$ cat src/rtl/dadda_mult_pipe.sv
// rtl/dadda_mult_pipe.sv - three-stage pipelined Dadda multiplier with Baugh-Wooley signed mode
module dadda_mult_pipe #(
   parameter int WIDTH  = 8,
   parameter int USE_BW = 1
) (
   input  logic               clk,
   input  logic               rst_n,
   input  logic               in_valid,
   output logic               in_ready,
   input  logic [WIDTH-1:0]   a,
   input  logic [WIDTH-1:0]   b,
   input  logic               is_signed,
   output logic               out_valid,
   input  logic               out_ready,
   output logic [2*WIDTH-1:0] p
);

   localparam int PW   = 2 * WIDTH;
   // Tallest column is WIDTH; one spare slot keeps the shift-append slices legal.
   localparam int MAXH = WIDTH + 1;
   localparam int DSEQ [8] = '{2, 3, 4, 6, 9, 13, 19, 28};

   logic             en;
   logic             accept;
   logic             v1_q, v2_q, v3_q;
   logic [WIDTH-1:0] a_q, b_q;
   logic             sgn_q;
   logic [PW-1:0]    row0_d, row1_d;
   logic [PW-1:0]    row0_q, row1_q;
   logic [PW-1:0]    p_d, p_q;

   // The whole pipe moves together; it only freezes when S3 holds an unaccepted product.
   assign en        = !v3_q || out_ready;
   assign in_ready  = en;
   assign accept    = in_valid && en;
   assign out_valid = v3_q;
   assign p         = p_q;
   assign p_d       = row0_q + row1_q;

   // Valid bits: the only reset state; bubbles shift along with data whenever en is high.
   always_ff @(posedge clk or negedge rst_n) begin
      if (!rst_n) begin
         v1_q <= 1'b0;
         v2_q <= 1'b0;
         v3_q <= 1'b0;
      end else if (en) begin
         v1_q <= accept;
         v2_q <= v1_q;
         v3_q <= v2_q;
      end
   end

   // Datapath registers: S1 operands/mode, S2 carry-save pair, S3 final sum.
   always_ff @(posedge clk) begin
      if (en) begin
         if (accept) begin
            a_q   <= a;
            b_q   <= b;
            sgn_q <= is_signed;
         end
         row0_q <= row0_d;
         row1_q <= row1_d;
         p_q    <= p_d;
      end
   end

   // Partial-product matrix from S1 registers, then Dadda reduction to two rows.
   // Each column is a small stack: bits are appended at bit 0 by shifting up and
   // consumed from bit 0 by shifting down, so the valid bits of a column always
   // sit in [cnt-1:0] with zeros above.
   always_comb begin
      logic [MAXH-1:0] col  [PW];
      logic [MAXH-1:0] ncol [PW];
      int              cnt  [PW];
      int              ncnt [PW];
      int              rem;
      int              d;
      logic            bw, pb, x, y, z;

      row0_d = '0;
      row1_d = '0;
      rem    = 0;
      d      = 0;
      pb     = 1'b0;
      x      = 1'b0;
      y      = 1'b0;
      z      = 1'b0;
      bw     = (USE_BW != 0) && sgn_q;
      for (int c = 0; c < PW; c++) begin
         col[c]  = '0;
         ncol[c] = '0;
         cnt[c]  = 0;
         ncnt[c] = 0;
      end

      // Cross terms with exactly one MSB operand bit are inverted in signed mode.
      for (int i = 0; i < WIDTH; i++) begin
         for (int j = 0; j < WIDTH; j++) begin
            pb = (a_q[j] & b_q[i]) ^ (bw & ((i == WIDTH - 1) != (j == WIDTH - 1)));
            col[i+j] = {col[i+j][MAXH-2:0], pb};
            cnt[i+j] = cnt[i+j] + 1;
         end
      end
      // Baugh-Wooley correction constants; present structurally, valued by the mode.
      col[WIDTH]  = {col[WIDTH][MAXH-2:0], bw};
      cnt[WIDTH]  = cnt[WIDTH] + 1;
      col[PW-1]   = {col[PW-1][MAXH-2:0], bw};
      cnt[PW-1]   = cnt[PW-1] + 1;

      for (int k = 7; k >= 0; k--) begin
         if (DSEQ[k] < WIDTH) begin
            d = DSEQ[k];
            for (int c = 0; c < PW; c++) begin
               ncol[c] = '0;
               ncnt[c] = 0;
            end
            for (int c = 0; c < PW; c++) begin
               rem = cnt[c];
               // Carries from column c-1 already sit in ncol[c] and count toward height.
               for (int s = 0; s < MAXH; s++) begin
                  if ((rem + ncnt[c] > d) && (rem >= 2)) begin
                     x = col[c][0];
                     y = col[c][1];
                     if ((rem + ncnt[c] - d >= 2) && (rem >= 3)) begin
                        z      = col[c][2];
                        col[c] = col[c] >> 3;
                        rem    = rem - 3;
                     end else begin
                        z      = 1'b0;
                        col[c] = col[c] >> 2;
                        rem    = rem - 2;
                     end
                     ncol[c] = {ncol[c][MAXH-2:0], x ^ y ^ z};
                     ncnt[c] = ncnt[c] + 1;
                     if (c < PW - 1) begin
                        ncol[c+1] = {ncol[c+1][MAXH-2:0], (x & y) | (x & z) | (y & z)};
                        ncnt[c+1] = ncnt[c+1] + 1;
                     end
                  end
               end
               ncol[c] = (ncol[c] << rem) | col[c];
               ncnt[c] = ncnt[c] + rem;
            end
            for (int c = 0; c < PW; c++) begin
               col[c] = ncol[c];
               cnt[c] = ncnt[c];
            end
         end
      end

      for (int c = 0; c < PW; c++) begin
         row0_d[c] = col[c][0];
         row1_d[c] = col[c][1];
      end
   end

endmodule
$ cat config.mk
export PLATFORM = sky130hd
export DESIGN_NAME = dadda_mult_pipe
export DESIGN_NICKNAME = d
export VERILOG_FILES = /design/src/rtl/dadda_mult_pipe.sv
export SDC_FILE = /design/constraint.sdc
export NUM_CORES = 1
export LEC_CHECK = 0
export CORE_MARGIN = 2
export CORE_UTILIZATION = 40
export CTS_CLUSTER_DIAMETER = 80
export DETAILED_ROUTE_END_ITERATION = 12
export HOLD_SLACK_MARGIN = 0.15
export PLACE_DENSITY_LB_ADDON = 0.1
export SYNTH_ARGS = -nofsm -noshare
export SYNTH_HDL_FRONTEND = slang
export SYNTH_SLANG_ARGS = --single-unit
$ cat constraint.sdc
create_clock -name clk -period 9.4 [get_ports clk]
set_clock_uncertainty 0.05 [all_clocks]
set_input_delay 2.35 -clock clk [delete_from_list [all_inputs] [get_ports clk]]
set_output_delay 2.35 -clock clk [all_outputs]
set_load 0.03 [all_outputs]
==> results.cfg, run 1 <==
[run_status]
status = finished, final reports clean

[job]
maxCapViolCount = 0

[power]
powerDensity_nw_per_um2 = 295
peakVddDrop_mv = 0.104
p_leak_nw = 1.90

[routing]
drtPass1Iterations = 4
vias = 2318
routed_wl_microns = 6620
route.detailed.drc = 0
wire_per_inst_microns = 13.4
avgViaCountPerCell = 4.69
drt-initial-drc-count = 55
drtAntennaViolNets = 0

[worst_setup_path]
ff2ff_path_depth = 7
cp.depth = 3
critPathKind = input pin to output pin
crit_end = in_ready
worstPathCellList = clkdlybuf4s50_1, nand2b_2, clkdlybuf4s50_1
path_buf_inv = 2
cp_common_cell = clkdlybuf4s50_1
arrival_ns = 3.62
critPathMaxFanout = 2
r2r_end = row0_q[9]$_DFFE_PN_
r2r-start = sgn_q$_DFFE_PP_
cp_top_family = buffers and inverters
critPathCaptureType = output pin
start_kind = input pin
ff2ff_setup_slack_ns = 5.85
startpoint = out_ready
crit_required_ns = 7.00
slowest_stage = clkdlybuf4s50_1
critical-path-max-stage-delay_ns = 0.68

[floorplan]
io_pins = 39
num_rows = 36
start_util_pct = 41.2
die_h_microns = 104
placeableCoreArea_sq_um = 9770
die_x_microns = 104
die_area_sq_um = 10900

[synth]
synthArstFlopShare_pct = 4.55
synth_enable_flop_cells = 63
synth_area_leaders = edfxtp_1, fa_1, ha_1
synth_seq_cells = 66
synth_area_sq_um = 4030
ys_warn_count = 0
synthCells = 311
ys_seq_area_share_pct = 48.8
synth_top_cell_area_share_pct = 46.9
synth.distinct_cells = 36
synth_common_cells = edfxtp_1, fa_1, nand2_1, and2_1, inv_1
avgSynthCellArea_sq_um = 13.0
yosysTopAreaCell = edfxtp_1
syn_nets = 388
synthFlopType = edfxtp_1
yosys.cell_count.top_type = edfxtp_1

[clock_network]
cts-resized-gates = 0
post_cts_buffers = 0
cts.hold.buffers_added = 0
htreeDepth = 3
cts-buffers-inserted = 9
cts-root-buf = clkbuf_8
clk_latency_ns = 0.34
cts.sinks = 66
cts_tree = done
clk_pin_slew_ns = 0.07
cts_buffer_depth = 2

[cells_and_area]
diodes = 0
fillCellCount = 896
area_growth_pct = 18.6
drive_above_1_share_pct = 5.82
layout.cells.non_filler = 494
nets = 434

[sta]
hold_viol_final = 0
rsz0062_at_grt = no
period_share_pct = 64.0
period_needed_ns = 6.02
setup-violations-final = 0
worstMarginPinSlew_ns = 0.776
relSlewSlack_pct = 48.3
finalSetupTns_ns = 0
layout_setup_ws_ns = 3.38
fmax_mhz = 166
drv_slew = 0

[min_path]
min_from = row0_q[0]$_DFFE_PN_
hold_path_class = register to register

[global_routing]
grt_pass1_wl_microns = 11600
grt_pass1_vias = 2411
grt.total_usage_pct = 13.6
antenna_found_initial = 0
overflow = 0
grt_max_degree = 51

[placement]
portBuffers = 38
dp_hpwl_microns = 4880
globalplace.congestion = 0.844
place_ws_ns = 3.35
post-place-cells = 479
-- metal layers --
metal	routed length [microns]	share of wire (%)	vias up	GRT usage (%)
met1	3090	47	1126	17.5
met2	3190	48	39	22.9
li1	-	-	1145	-
met5	0	0	-	0
met3	247	3.7	8	3.38
met4	84	1.3	0	3.76
-- through the flow --
| step | util [%] | hold WS (ns) | power [mW] | instance area [sq um] |
|---|---|---|---|---|
| after floorplan | - | 0.350 | 0.994 | 4030 |
| after global placement | 46.8 | 0.359 | 1.16 | 4570 |
| after detailed placement | 46.8 | 0.371 | 1.17 | 4570 |
| after CTS | 48.9 | 0.378 | 1.43 | 4780 |
| after global routing | 48.9 | 0.379 | 1.53 | 4780 |
| final | 48.9 | 0.383 | 1.41 | 4780 |
-- kinds of logic (layout without fill, tap and decap cells) --
| family | Yosys count | after routing | synth area share (%) |
|---|---|---|---|
| AND/OR/NAND/NOR | 93 | 93 | 12.2 |
| flip-flops | 66 | 66 | 48.8 |
| buffers and inverters | 36 | 86 | 3.38 |
| multiplexers | 2 | 2 | 0.559 |
| adder cells (fa/ha/maj) | 56 | 56 | 24.1 |
| XOR/XNOR | 26 | 26 | 5.65 |
| AO/OA/AOI/OAI | 32 | 32 | 5.31 |
-- cells in the final DEF, fill, tap and decap left out, types with 2 or more instances in the layout --
cell type and instances:
or3_1 2, o21a_1 2, nand3_1 4, ha_1 20, fa_1 36, xnor2_1 17, a21oi_1 10, a311oi_1 2
inv_1 32, and2_1 35, xor2_1 9, o211ai_1 2, a31oi_1 2, o21ai_0 5, dfrtp_1 3, bufinv_16 2
mux2_2 2, nand2b_2 2, clkbuf_8 9, a211oi_1 3, nor2_1 7, nand2_1 36, edfxtp_1 63, clkdlybuf4s50_1 38
-- cell type report --
cell class,instances,area [sq um],area share (%)
clock inverter,5,80.1,1.68
sequential,66,1970,41.2
inverter,32,120,2.51
clock buffer,10,128,2.67
tap,133,166,3.48
timing repair buffer,39,388,8.12
multi-input combinational,209,1930,40.4
-- flip-flops by register name, summed over array words and instances, names as in the netlist --
register	cells
a_q	8
b_q	8
out_valid	1
p	16
row0_q	16
row1_q	14
sgn_q	1
v1_q	1
v2_q	1
-- worst reg2reg max path: stages, from the launching register on --
cell and delay, ns:
edfxtp_1 0.86, xnor2_1 0.22, fa_1 0.56, inv_1 0.05
fa_1 0.52, fa_1 0.54, inv_1 0.05, fa_1 0.44
-- worst min path at each step --
stage | endpoint | slack [ns] | cells after the start
6_report | p[0]$_DFFE_PN_ | 0.38 | 0
5_1_grt | p[0]$_DFFE_PN_ | 0.38 | 0
4_1_cts | p[0]$_DFFE_PN_ | 0.38 | 0
3_5_place_dp | p[0]$_DFFE_PN_ | 0.37 | 0
3_3_place_gp | p[0]$_DFFE_PN_ | 0.36 | 0
2_1_floorplan | p[0]$_DFFE_PN_ | 0.35 | 0
-- power by group --
group	total [mW]	switching, mW	internal (mW)
clock	0.256	0.108	0.148
sequential	0.512	0.0385	0.474
combinational	0.640	0.360	0.280
Power figures use the tool's default switching activity.
==> inputs of run 2 (changes only) <==
==> constraint.sdc (replaced) <==
create_clock -name clk -period 4.8 [get_ports clk]
set_clock_uncertainty 0.05 [all_clocks]
set_input_delay 1.2 -clock clk [delete_from_list [all_inputs] [get_ports clk]]
set_output_delay 1.2 -clock clk [all_outputs]
set_load 0.03 [all_outputs]
==> run 2 against run 1 <==
Flip-flop and latch count did not move. Largest cell class unchanged. Sequential share of layout area up 0.13 points. Critical path type unchanged. Via count decreased by 0.91%. Highest routed layer unchanged. Critical path depth is the same.
==> results.cfg, run 2 (synthesis results as in run 1) <==
[cells_and_area]
area_growth_pct = 18.2
drive_above_1_share_pct = 6.06
diodes = 0
fillCellCount = 915
layout_common_cells = edfxtp_1, clkdlybuf4s50_1, nand2_1, fa_1, and2_1
layout_commonest_cell = edfxtp_1
nets = 435
multi_input_area_sq_um = 1930
register_area_sq_um = 1970

[sta]
layout_setup_ws_ns = 1.08
relSlewSlack_pct = 51.7
worstMarginPinSlew_ns = 0.724
period_needed_ns = 3.72
setup-violations-final = 0
finalSetupTns_ns = 0
hold_viol_final = 0
fmax_mhz = 269
drv_slew = 0
rsz0062_at_grt = no
period_share_pct = 77.6

[floorplan]
start_util_pct = 41.2
placeableCoreArea_sq_um = 9770
die_x_microns = 104
num_rows = 36
io_pins = 39
die_h_microns = 104
die_area_sq_um = 10900

[global_routing]
grt.total_usage_pct = 13.3
overflow = 0
grt_pass1_wl_microns = 11300
antenna_found_initial = 0
grt_max_degree = 51
use_met3_pct = 2.44
grt_use_met2_pct = 21.7
grt_pass1_vias = 2336
busiest_layer = met2
use_met1_pct = 17.0

[worst_setup_path]
slowest_stage = clkdlybuf4s50_1
critical-path-max-stage-delay_ns = 0.68
path_buf_inv = 2
arrival_ns = 2.47
ff2ff_setup_slack_ns = 1.57
crit_required_ns = 3.55
cp_common_cell = clkdlybuf4s50_1
r2r-start = a_q[2]$_DFFE_PP_
cp.depth = 3
ff2ff_path_depth = 8
worstPathCellList = clkdlybuf4s50_1, nand2b_2, clkdlybuf4s50_1
critPathKind = input pin to output pin
r2r_end = row0_q[9]$_DFFE_PN_
cp_top_family = buffers and inverters
critPathMaxFanout = 2
critPathCaptureType = output pin
start_kind = input pin

[routing]
drt-initial-drc-count = 68
wire_per_inst_microns = 13.0
routed_wl_microns = 6460
vias = 2297
avgViaCountPerCell = 4.63
route.detailed.drc = 0
drtPass1Iterations = 4
drtAntennaViolNets = 0

[power]
powerDensity_nw_per_um2 = 568
peakVddDrop_mv = 0.219
p_leak_nw = 1.89

[clock_network]
cts_tree = done
cts.hold.buffers_added = 0
cts_buffer_depth = 2
cts-buffers-inserted = 9
clk_latency_ns = 0.34
clk_pin_slew_ns = 0.07
htreeDepth = 3
post_cts_buffers = 0
cts-resized-gates = 0
cts-root-buf = clkbuf_8
cts.sinks = 66

[placement]
portBuffers = 38
globalplace.congestion = 0.821
place_ws_ns = 1.05
dp_hpwl_microns = 4880

[run_status]
status = finished, final reports clean

[job]
maxCapViolCount = 0

[min_path]
hold_depth = 0
min_from = row0_q[0]$_DFFE_PN_
hold_path_class = register to register
whs_endpoint = p[0]$_DFFE_PN_
run 2: changes by cell type in the layout (fill, tap and decap cells not counted):
cell | before | now
bufinv_16 | 2 | 1
clkinvlp_4 | 1 | 2
clkinv_1 | 1 | 2
clkinv_4 | 1 | 0
clkinv_2 | 0 | 1
buf_4 | 1 | 2
run 2: power by group:
group	internal (mW)	leakage (nW)	switching (mW)
combinational	0.552	1.13	0.709
clock	0.235	0.0874	0.212
sequential	0.928	0.669	0.0706
run 2: cell type report:
type	count	area share [%]
clock buffers	10	2.68
clock inverters	6	1.21
inverters	32	2.52
multi-input cells	209	40.5
flip-flops and latches	66	41.3
well taps	133	3.49
repair buffers	40	8.30
run 2: metal layers:
layer  share of wire, %  wire length, microns
met5                  0                     0
met4                2.6                   165
met3                3.1                   199
met2                 47                  3020
met1                 48                  3070
run 2: worst max path at each step:
| stage | to | slack [ns] | start |
|---|---|---|---|
| CTS | in_ready | 1.04 | out_ready |
| global placement | in_ready | 1.04 | out_ready |
| global route | in_ready | 1.04 | out_ready |
| finish | in_ready | 1.08 | out_ready |
| floorplan | in_ready | 0.92 | out_ready |
| detailed placement | in_ready | 1.05 | out_ready |
run 2: metrics by stage:
step | instance area, sq um | utilization, % | power (mW) | hold slack (ns) | cells
finish | 4760 | 48.7 | 2.71 | 0.375 | 496
global route | 4760 | 48.7 | 2.94 | 0.395 | 496
CTS | 4760 | 48.7 | 2.75 | 0.378 | 496
detailed placement | 4580 | 46.8 | 2.29 | 0.370 | 480
global placement | 4580 | 46.8 | 2.27 | 0.359 | 480
floorplan | 4030 | - | 1.95 | 0.350 | 311
